**config.mk**
```make
export PLATFORM = sky130hd
export DESIGN_NAME = mc_ctrl_fsm
export DESIGN_NICKNAME = d
export VERILOG_FILES = /design/src/rtl/mc_ctrl_fsm.sv
export SDC_FILE = /design/constraint.sdc
export NUM_CORES = 1
export LEC_CHECK = 0
export CORE_MARGIN = 2
export CORE_UTILIZATION = 45
export CTS_CLUSTER_SIZE = 25
export DETAILED_ROUTE_END_ITERATION = 10
export HOLD_SLACK_MARGIN = 0.1
export PLACE_DENSITY = 0.85
export SETUP_SLACK_MARGIN = 0.5
export SYNTH_ARGS = -nofsm -noshare
export SYNTH_HDL_FRONTEND = slang
export SYNTH_SLANG_ARGS = --single-unit
```
**constraint.sdc**
```tcl
create_clock -name clk -period 3.3 [get_ports clk]
set_input_delay 0.99 -clock clk [delete_from_list [all_inputs] [get_ports clk]]
set_output_delay 0.99 -clock clk [all_outputs]
set_load 0.02 [all_outputs]
```
**src/rtl/mc_ctrl_fsm.sv**
```systemverilog
// Multicycle MIPS control sequencer sharing one memory port for fetch and data.
// Define MC_CTRL_ILLEGAL_TRAP_EN to trap on unknown opcodes/functs (adds TRAP state and `illegal` port).
module mc_ctrl_fsm #(
    parameter int unsigned MAX_WAIT = 0,
    parameter int unsigned WAIT_W   = 8
) (
    input  logic       clk,
    input  logic       rst_n,
    input  logic [5:0] opcode,
    input  logic [5:0] funct,
    input  logic       zero,
    input  logic       mem_ready,
    output logic       pc_write,
    output logic [1:0] pc_src,
    output logic       iord,
    output logic       mem_read,
    output logic       mem_write,
    output logic       ir_write,
    output logic       reg_write,
    output logic [1:0] reg_dst,
    output logic [1:0] mem_to_reg,
    output logic       alu_src_a,
    output logic [1:0] alu_src_b,
    output logic [3:0] alu_control,
    output logic       mem_timeout,
`ifdef MC_CTRL_ILLEGAL_TRAP_EN
    output logic       illegal,
`endif
    output logic [3:0] state
);

    typedef enum logic [3:0] {
        S_FETCH = 4'd0, S_DECODE = 4'd1, S_MEMADR = 4'd2, S_MEMRD = 4'd3,
        S_MEMWB = 4'd4, S_MEMWR = 4'd5, S_REXEC = 4'd6, S_RWB = 4'd7,
        S_IEXEC = 4'd8, S_IWB = 4'd9, S_BRANCH = 4'd10, S_JUMP = 4'd11,
        S_JAL = 4'd12, S_JR = 4'd13, S_TRAP = 4'd14
    } state_t;

    localparam logic [5:0] OP_RTYPE = 6'b000000, OP_J    = 6'b000010, OP_JAL  = 6'b000011,
                           OP_BEQ   = 6'b000100, OP_BNE  = 6'b000101, OP_ADDI = 6'b001000,
                           OP_ADDIU = 6'b001001, OP_SLTI = 6'b001010, OP_SLTIU = 6'b001011,
                           OP_ANDI  = 6'b001100, OP_ORI  = 6'b001101, OP_XORI = 6'b001110,
                           OP_LUI   = 6'b001111, OP_LW   = 6'b100011, OP_SW   = 6'b101011;
    localparam logic [5:0] F_JR = 6'b001000;

    localparam logic [3:0] ALU_ADD = 4'd0, ALU_SUB = 4'd1, ALU_AND = 4'd2, ALU_OR = 4'd3,
                           ALU_XOR = 4'd4, ALU_SLL = 4'd5, ALU_SRL = 4'd6, ALU_SRA = 4'd7,
                           ALU_SLT = 4'd8, ALU_SLTU = 4'd9, ALU_NOR = 4'd10, ALU_SLLV = 4'd11,
                           ALU_SRLV = 4'd12, ALU_SRAV = 4'd13, ALU_LUI = 4'd14;

    state_t            state_q, state_d;
    logic [WAIT_W-1:0] wait_q, wait_d;
    logic [3:0]        r_alu, i_alu;
    logic              r_known, waiting, limit_hit;
    state_t            bad_next;

`ifdef MC_CTRL_ILLEGAL_TRAP_EN
    assign bad_next = S_TRAP;
    assign illegal  = (state_q == S_TRAP);
`else
    assign bad_next = S_FETCH;
`endif

    always_ff @(posedge clk or negedge rst_n) begin
        if (!rst_n) begin
            state_q <= S_FETCH;
            wait_q  <= '0;
        end else begin
            state_q <= state_d;
            wait_q  <= wait_d;
        end
    end

    always_comb begin
        r_known = 1'b1;
        case (funct)
            6'b100000, 6'b100001: r_alu = ALU_ADD;
            6'b100010, 6'b100011: r_alu = ALU_SUB;
            6'b100100: r_alu = ALU_AND;
            6'b100101: r_alu = ALU_OR;
            6'b100110: r_alu = ALU_XOR;
            6'b100111: r_alu = ALU_NOR;
            6'b101010: r_alu = ALU_SLT;
            6'b101011: r_alu = ALU_SLTU;
            6'b000000: r_alu = ALU_SLL;
            6'b000010: r_alu = ALU_SRL;
            6'b000011: r_alu = ALU_SRA;
            6'b000100: r_alu = ALU_SLLV;
            6'b000110: r_alu = ALU_SRLV;
            6'b000111: r_alu = ALU_SRAV;
            default: begin
                r_alu   = ALU_ADD;
                r_known = 1'b0;
            end
        endcase
        case (opcode)
            OP_ANDI:  i_alu = ALU_AND;
            OP_ORI:   i_alu = ALU_OR;
            OP_XORI:  i_alu = ALU_XOR;
            OP_SLTI:  i_alu = ALU_SLT;
            OP_SLTIU: i_alu = ALU_SLTU;
            OP_LUI:   i_alu = ALU_LUI;
            default:  i_alu = ALU_ADD;
        endcase
    end

    // A timeout retries the access in place: state holds, only the counter restarts.
    assign waiting   = (state_q == S_FETCH || state_q == S_MEMRD || state_q == S_MEMWR) && !mem_ready;
    assign limit_hit = (MAX_WAIT != 0) && waiting && (wait_q == WAIT_W'(MAX_WAIT - 1));
    assign wait_d    = (waiting && !limit_hit) ? wait_q + WAIT_W'(1) : '0;
    assign mem_timeout = limit_hit && rst_n;
    assign state       = state_q;

    always_comb begin
        state_d     = state_q;
        pc_write    = 1'b0;
        pc_src      = 2'b00;
        iord        = 1'b0;
        mem_read    = 1'b0;
        mem_write   = 1'b0;
        ir_write    = 1'b0;
        reg_write   = 1'b0;
        reg_dst     = 2'b00;
        mem_to_reg  = 2'b00;
        alu_src_a   = 1'b0;
        alu_src_b   = 2'b00;
        alu_control = ALU_ADD;
        case (state_q)
            S_FETCH: begin
                mem_read  = 1'b1;
                alu_src_b = 2'b01;
                ir_write  = mem_ready;
                pc_write  = mem_ready;
                if (mem_ready) state_d = S_DECODE;
            end
            S_DECODE: begin
                alu_src_b = 2'b11;
                case (opcode)
                    OP_RTYPE:     state_d = (funct == F_JR) ? S_JR : S_REXEC;
                    OP_LW, OP_SW: state_d = S_MEMADR;
                    OP_BEQ, OP_BNE: state_d = S_BRANCH;
                    OP_ADDI, OP_ADDIU, OP_ANDI, OP_ORI, OP_XORI,
                    OP_SLTI, OP_SLTIU, OP_LUI: state_d = S_IEXEC;
                    OP_J:         state_d = S_JUMP;
                    OP_JAL:       state_d = S_JAL;
                    default:      state_d = bad_next;
                endcase
            end
            S_MEMADR: begin
                alu_src_a = 1'b1;
                alu_src_b = 2'b10;
                if (opcode == OP_LW)      state_d = S_MEMRD;
                else if (opcode == OP_SW) state_d = S_MEMWR;
                else                      state_d = S_FETCH;
            end
            S_MEMRD: begin
                mem_read = 1'b1;
                iord     = 1'b1;
                if (mem_ready) state_d = S_MEMWB;
            end
            S_MEMWB: begin
                reg_write  = 1'b1;
                mem_to_reg = 2'b01;
                state_d    = S_FETCH;
            end
            S_MEMWR: begin
                mem_write = 1'b1;
                iord      = 1'b1;
                if (mem_ready) state_d = S_FETCH;
            end
            S_REXEC: begin
                alu_src_a   = 1'b1;
                alu_control = r_alu;
                state_d     = r_known ? S_RWB : bad_next;
            end
            S_RWB: begin
                reg_write   = 1'b1;
                reg_dst     = 2'b01;
                alu_control = r_alu;
                state_d     = S_FETCH;
            end
            S_IEXEC: begin
                alu_src_a   = 1'b1;
                alu_src_b   = 2'b10;
                alu_control = i_alu;
                state_d     = S_IWB;
            end
            S_IWB: begin
                reg_write   = 1'b1;
                alu_control = i_alu;
                state_d     = S_FETCH;
            end
            S_BRANCH: begin
                alu_src_a   = 1'b1;
                alu_control = ALU_SUB;
                pc_src      = 2'b01;
                pc_write    = zero ^ (opcode == OP_BNE);
                state_d     = S_FETCH;
            end
            S_JUMP: begin
                pc_src   = 2'b10;
                pc_write = 1'b1;
                state_d  = S_FETCH;
            end
            S_JAL: begin
                pc_src     = 2'b10;
                pc_write   = 1'b1;
                reg_write  = 1'b1;
                reg_dst    = 2'b10;
                mem_to_reg = 2'b10;
                state_d    = S_FETCH;
            end
            S_JR: begin
                pc_src   = 2'b11;
                pc_write = 1'b1;
                state_d  = S_FETCH;
            end
            S_TRAP:  state_d = S_TRAP;
            default: state_d = S_FETCH;
        endcase
    end

endmodule

```
After elaboration in Yosys (flattened, before gate mapping)
Index checks and enable logic that the tools add are counted.
{ "totals": {"latch_bits": 0, "mem_bits_ro": 0, "out_inout_bits": 24, "input_bits": 16, "mem_count": 0, "mem_bits_rw": 0, "elab_cells": 91, "ff_bits": 4} }
{ "op_classes": {"shift": 0, "n_eq_ne": 47, "div": 0, "multipliers": 0, "n_bitwise": 1, "muxes": 24, "n_lt_le_gt_ge": 0, "reduce_logical": 18, "n_addsub": 0} }
{ "ops": {"columns": ["op", "n"], "rows": [
  ["equality test 6 bit, second input constant", 12],
  ["equality test 6 x 4 -> 1 bit, second input constant", 9],
  ["one-hot mux 4 bit (13 select lines)", 1],
  ["one-hot mux 4 bit (6 select lines)", 2],
  ["one-hot mux 4 bit (8 select lines)", 1],
  ["equality test 6 x 3 -> 1 bit, second input constant", 5],
  ["equality test 4 bit, second input constant", 7],
  ["equality test 6 x 2 -> 1 bit, second input constant", 4],
  ["OR reduction 2 bit", 9],
  ["equality test 4 x 3 -> 1 bit, second input constant", 4],
  ["2-to-1 mux 4 bit", 4],
  ["OR reduction 16 bit", 1],
  ["zero test 6 bit", 2],
  ["one-hot mux 2 bit (3 select lines)", 2],
  ["one-hot mux 4 bit (3 select lines)", 1],
  ["2-to-1 mux 3 bit", 3],
  ["equality test 4 x 2 -> 1 bit, second input constant", 2],
  ["one-hot mux 2 bit (2 select lines)", 2],
  ["OR reduction 4 bit", 2],
  ["OR reduction 8 bit", 1],
  ["2-to-1 mux 1 bit", 7],
  ["!= test 2 bit, second input constant", 3],
  ["equality test 4 x 1 -> 1 bit, second input constant", 1],
  ["zero test 4 bit", 1],
  ["other kinds (4)", 4]
]} }

Depth between registers and ports, before layout
{ "depth": {"word_depth": 5, "ltp_mapped": 6, "depth_no_buf": 5} }

Least setup slack after synthesis
No wires, ideal clock.
{ "synth_path": {"kind": "input to output", "start": "in opcode[3]", "end": "out alu_control[2]", "cell_stages": 4, "setup_slack_ns": 0.213, "arrival_ns": 2.097, "required_time_ns": 2.310, "path_buffers": 0, "path_cell_list": "inv_1 -> nor4_1 -> nand3_1 -> o32ai_1"} }
{ "synth_via": {"elab_chain_len": 3, "word_cells_on_any_way": 8, "classes_between": "eq/ne (6); mux (2)"} }
{ "synth_rtl": {"columns": ["item", "line_no", "text"], "rows": [
  ["start: declaration", "9", "input logic [5:0] opcode,"],
  ["equality test 6 x 4 -> 1 bit", "96", "case (opcode)"],
  ["one-hot mux 4 bit (6 select lines) (*)", "96", null],
  ["one-hot mux 4 bit (3 select lines) (*)", "128", "case (state_q)"],
  ["end: declaration", "24", "output logic [3:0] alu_control,"]
]} }
Every way passes the cells marked *; elsewhere a longest branch is shown, timed or not.

Worst setup path after layout
{ "layout_path": {"start": "in funct[4]", "end": "out alu_control[1]"} }
{ "layout_via": {"elab_chain_len": 4, "word_cells_on_any_way": 17, "classes_between": "eq/ne (13); mux (2); reduce/logical (2)"} }
{ "layout_rtl": {"columns": ["item", "line_no", "text"], "rows": [
  ["start: declaration", "10", "input logic [5:0] funct,"],
  ["equality test 6 bit", "76", "case (funct)"],
  ["OR reduction 2 bit", null, null],
  ["one-hot mux 4 bit (13 select lines) (*)", "76", null],
  ["one-hot mux 4 bit (3 select lines) (*)", "128", null]
]} }
Marked as above.

==> results.json <==
{
  "clk_pin_slew_ns": 0.04,
  "syn-cell-area_sq_um": 927,
  "reg2reg_slack_ns": 1.52,
  "drv_slew": 0,
  "cpMostUsedCell": "buf_6",
  "hold_path.class": "flop to flop",
  "finalHoldViolCount": 0,
  "start_util_pct": 47.3,
  "num_antenna_cells": 0,
  "critPathKind": "primary input to output pin",
  "htree_levels": 1,
  "p_leak_nw": 0.736,
  "worst_ep_arrival_time_ns": 2.01,
  "nets": 223,
  "numPortBuffers": 38,
  "worstPathMaxFanout": 2,
  "outcome": "finished clean",
  "synth_cell_types": 51,
  "yosys_warnings": 0,
  "detail_route.vias_per_cell": 6.15,
  "fin_hold_ws_ns": 0.767,
  "synth_ff_type": "dfrtp_1",
  "power_w": 0.000658,
  "syn_inst": 144,
  "grt_pass1_vias": 1365,
  "synth_nets": 160,
  "cts_tree": "yes",
  "ff2ff_path_depth": 6,
  "maxCapViolCount": 0,
  "cp.required_ns": 2.31,
  "vdd_drop_max_uv": 352,
  "rows": 16,
  "cts_sinks": 4,
  "coreArea_sq_um": 1960,
  "grt_antenna_before_repair": 0,
  "drive_above_1_share_pct": 39.5,
  "die_w_um": 49.4,
  "grtUsageTotal_pct": 34.8,
  "die_y_um": 49.4,
  "drtAntennaViolNets": 0,
  "num_io_pins": 40,
  "regToRegStartpoint": "state[1]$_DFFE_PN0P_",
  "skew_ns": 0.00126,
  "cts_root_buffer": "clkbuf_4",
  "yosys_register_bits": 4,
  "cpPeakStageDelay_ns": 0.37,
  "fin_crit_sh_pct": 90.8,
  "r2r-end": "state[0]$_DFFE_PN0P_",
  "cts_buffers": 3,
  "whs_endpoint": "state[0]$_DFFE_PN0P_",
  "holdPathStages": 1,
  "drtPass1Iterations": 5,
  "cts_buffer_depth": 2,
  "dp_hpwl_mm": 2.45,
  "async_reset_ff_share_pct": 100,
  "syn_to_final_growth_pct": 80.4,
  "power_density_nw_per_um2": 393,
  "crit_slowest_cell": "or3b_4",
  "ys_seq_area_share_pct": 10.8,
  "drc_errors": 0,
  "gp_congestion": 0.937,
  "startpoint_type": "primary input",
  "ctsHoldBuffers": 0,
  "fin_crit_ns": 3.00,
  "crit_path_cell_trace": "buf_6, or3b_4, or2_4, o22ai_2, buf_6",
  "clock_latency_ns": 0.23,
  "die_area_sq_um": 2440,
  "grt_first_pass_wirelength_mm": 6.54,
  "hold_start": "state[0]$_DFFE_PN0P_",
  "fmax_mhz": 334,
  "drt_iter0_drc": 81,
  "wl_per_cell_um": 17.9,
  "setup-violations-final": 0,
  "rsz0062_at_grt": "yes",
  "overflow": 0,
  "critPathCaptureType": "output pin",
  "largest_reg_flops": 4,
  "synth_edf_count": 0,
  "grt_max_degree": 23,
  "setup_tns_ns": 0,
  "drt_wl_total_mm": 4.16,
  "synth_area_per_cell_sq_um": 6.44,
  "vias": 1427
}
## placed cells by master, fill, tap and decap left out, types with 3 or more instances in the layout
master	instances
nor3_1	4
nor4_1	3
xor2_1	3
buf_6	11
o31ai_1	4
nand2_1	12
nand2b_1	5
clkbuf_4	3
dlygate4sd2_1	9
dfrtp_1	3
buf_4	31
a21oi_1	9
buf_2	4
inv_1	3
o21ai_0	9
clkdlybuf4s50_1	8
nor2b_2	3
and3_1	3
nor2_1	16
nand3_1	3
## cells in the mapped netlist, types with 3 or more instances
cell,n,area (sq um)
nor4_1,4,25.0
buf_4,3,22.5
a21oi_1,10,50.1
nand3_1,4,20.0
o22ai_1,3,18.8
dfrtp_1,4,100
o21ai_0,10,50.1
o31ai_1,4,30.0
buf_2,5,25.0
nor3_1,4,20.0
clkbuf_1,4,15.0
inv_1,5,18.8
nor2_1,18,67.6
and3_1,3,18.8
xor2_1,3,26.3
nand2_1,12,45.0
nand2b_1,5,31.3
nor2b_1,4,25.0
## per-stage QoR
step / instance area, sq um / instances / util [%] / worst slack, ns
finish: 1670 / 232 / 85.3 / 0.303
detailed placement: 1510 / 222 / 77.2 / -0.697
CTS: 1640 / 230 / 83.4 / 0.311
global route: 1670 / 232 / 85.3 / 0.271
floorplan: 993 / 144 / - / 0.402
global placement: 1510 / 222 / 77.2 / -0.661
## layer usage
layer | global-route usage (%) | routed length [um] | vias to the layer above
met2 | 63.5 | 2080 | 107
met1 | 39.9 | 1540 | 644
met5 | 0 | 0 | -
met4 | 15.3 | 225 | 0
li1 | - | - | 648
met3 | 4.60 | 316 | 28
## what timing repair did
item,CTS,global route
buffers inserted,5,2
pin swaps,16,1
setup endpoints to repair,16,9
gates resized for setup,121,11
## power breakdown
group          switching, W  total [W]  internal (W)
registers         0.0000321  0.0000948     0.0000627
logic              0.000280   0.000500      0.000219
clock network     0.0000227  0.0000636     0.0000409
## area by class of cell
type | count | area, sq um
fill | 116 | 289
clock buffer | 3 | 22.5
timing repair buffer | 71 | 637
multi-input combinational | 122 | 852
tap | 27 | 33.8
inverter | 5 | 26.3
sequential | 4 | 101
## worst max-delay path: cells and delay by family
| family | cells | cell delay [ns] |
|---|---|---|
| AO/OA/AOI/OAI | 1 | 0.13 |
| AND/OR/NAND/NOR | 2 | 0.65 |
| buffers and inverters | 2 | 0.23 |
## worst max-delay path by stage
stage               from              to  slack (ns)  cells past startpoint
4_1_cts         funct[4]  alu_control[1]        0.31                      5
3_5_place_dp   opcode[3]  alu_control[2]       -0.70                      6
2_1_floorplan  opcode[3]  alu_control[2]        0.40                      4
3_3_place_gp   opcode[3]  alu_control[2]       -0.66                      6
5_1_grt         funct[5]  alu_control[0]        0.27                      7
6_report        funct[4]  alu_control[1]        0.30                      5
## logic make-up (layout without fill, tap and decap cells)
logic type             Yosys count  after routing  share of synthesized area (%)
AO/OA/AOI/OAI                   46             46                           33.1
XOR/XNOR                         4              4                           3.78
buffers and inverters           18             79                           9.99
flip-flops                       4              4                           10.8
multiplexers                     1              1                           1.08
other                            1              1                          0.404
AND/OR/NAND/NOR                 70             70                           40.9
No activity file was read; power rests on OpenSTA's default activity.
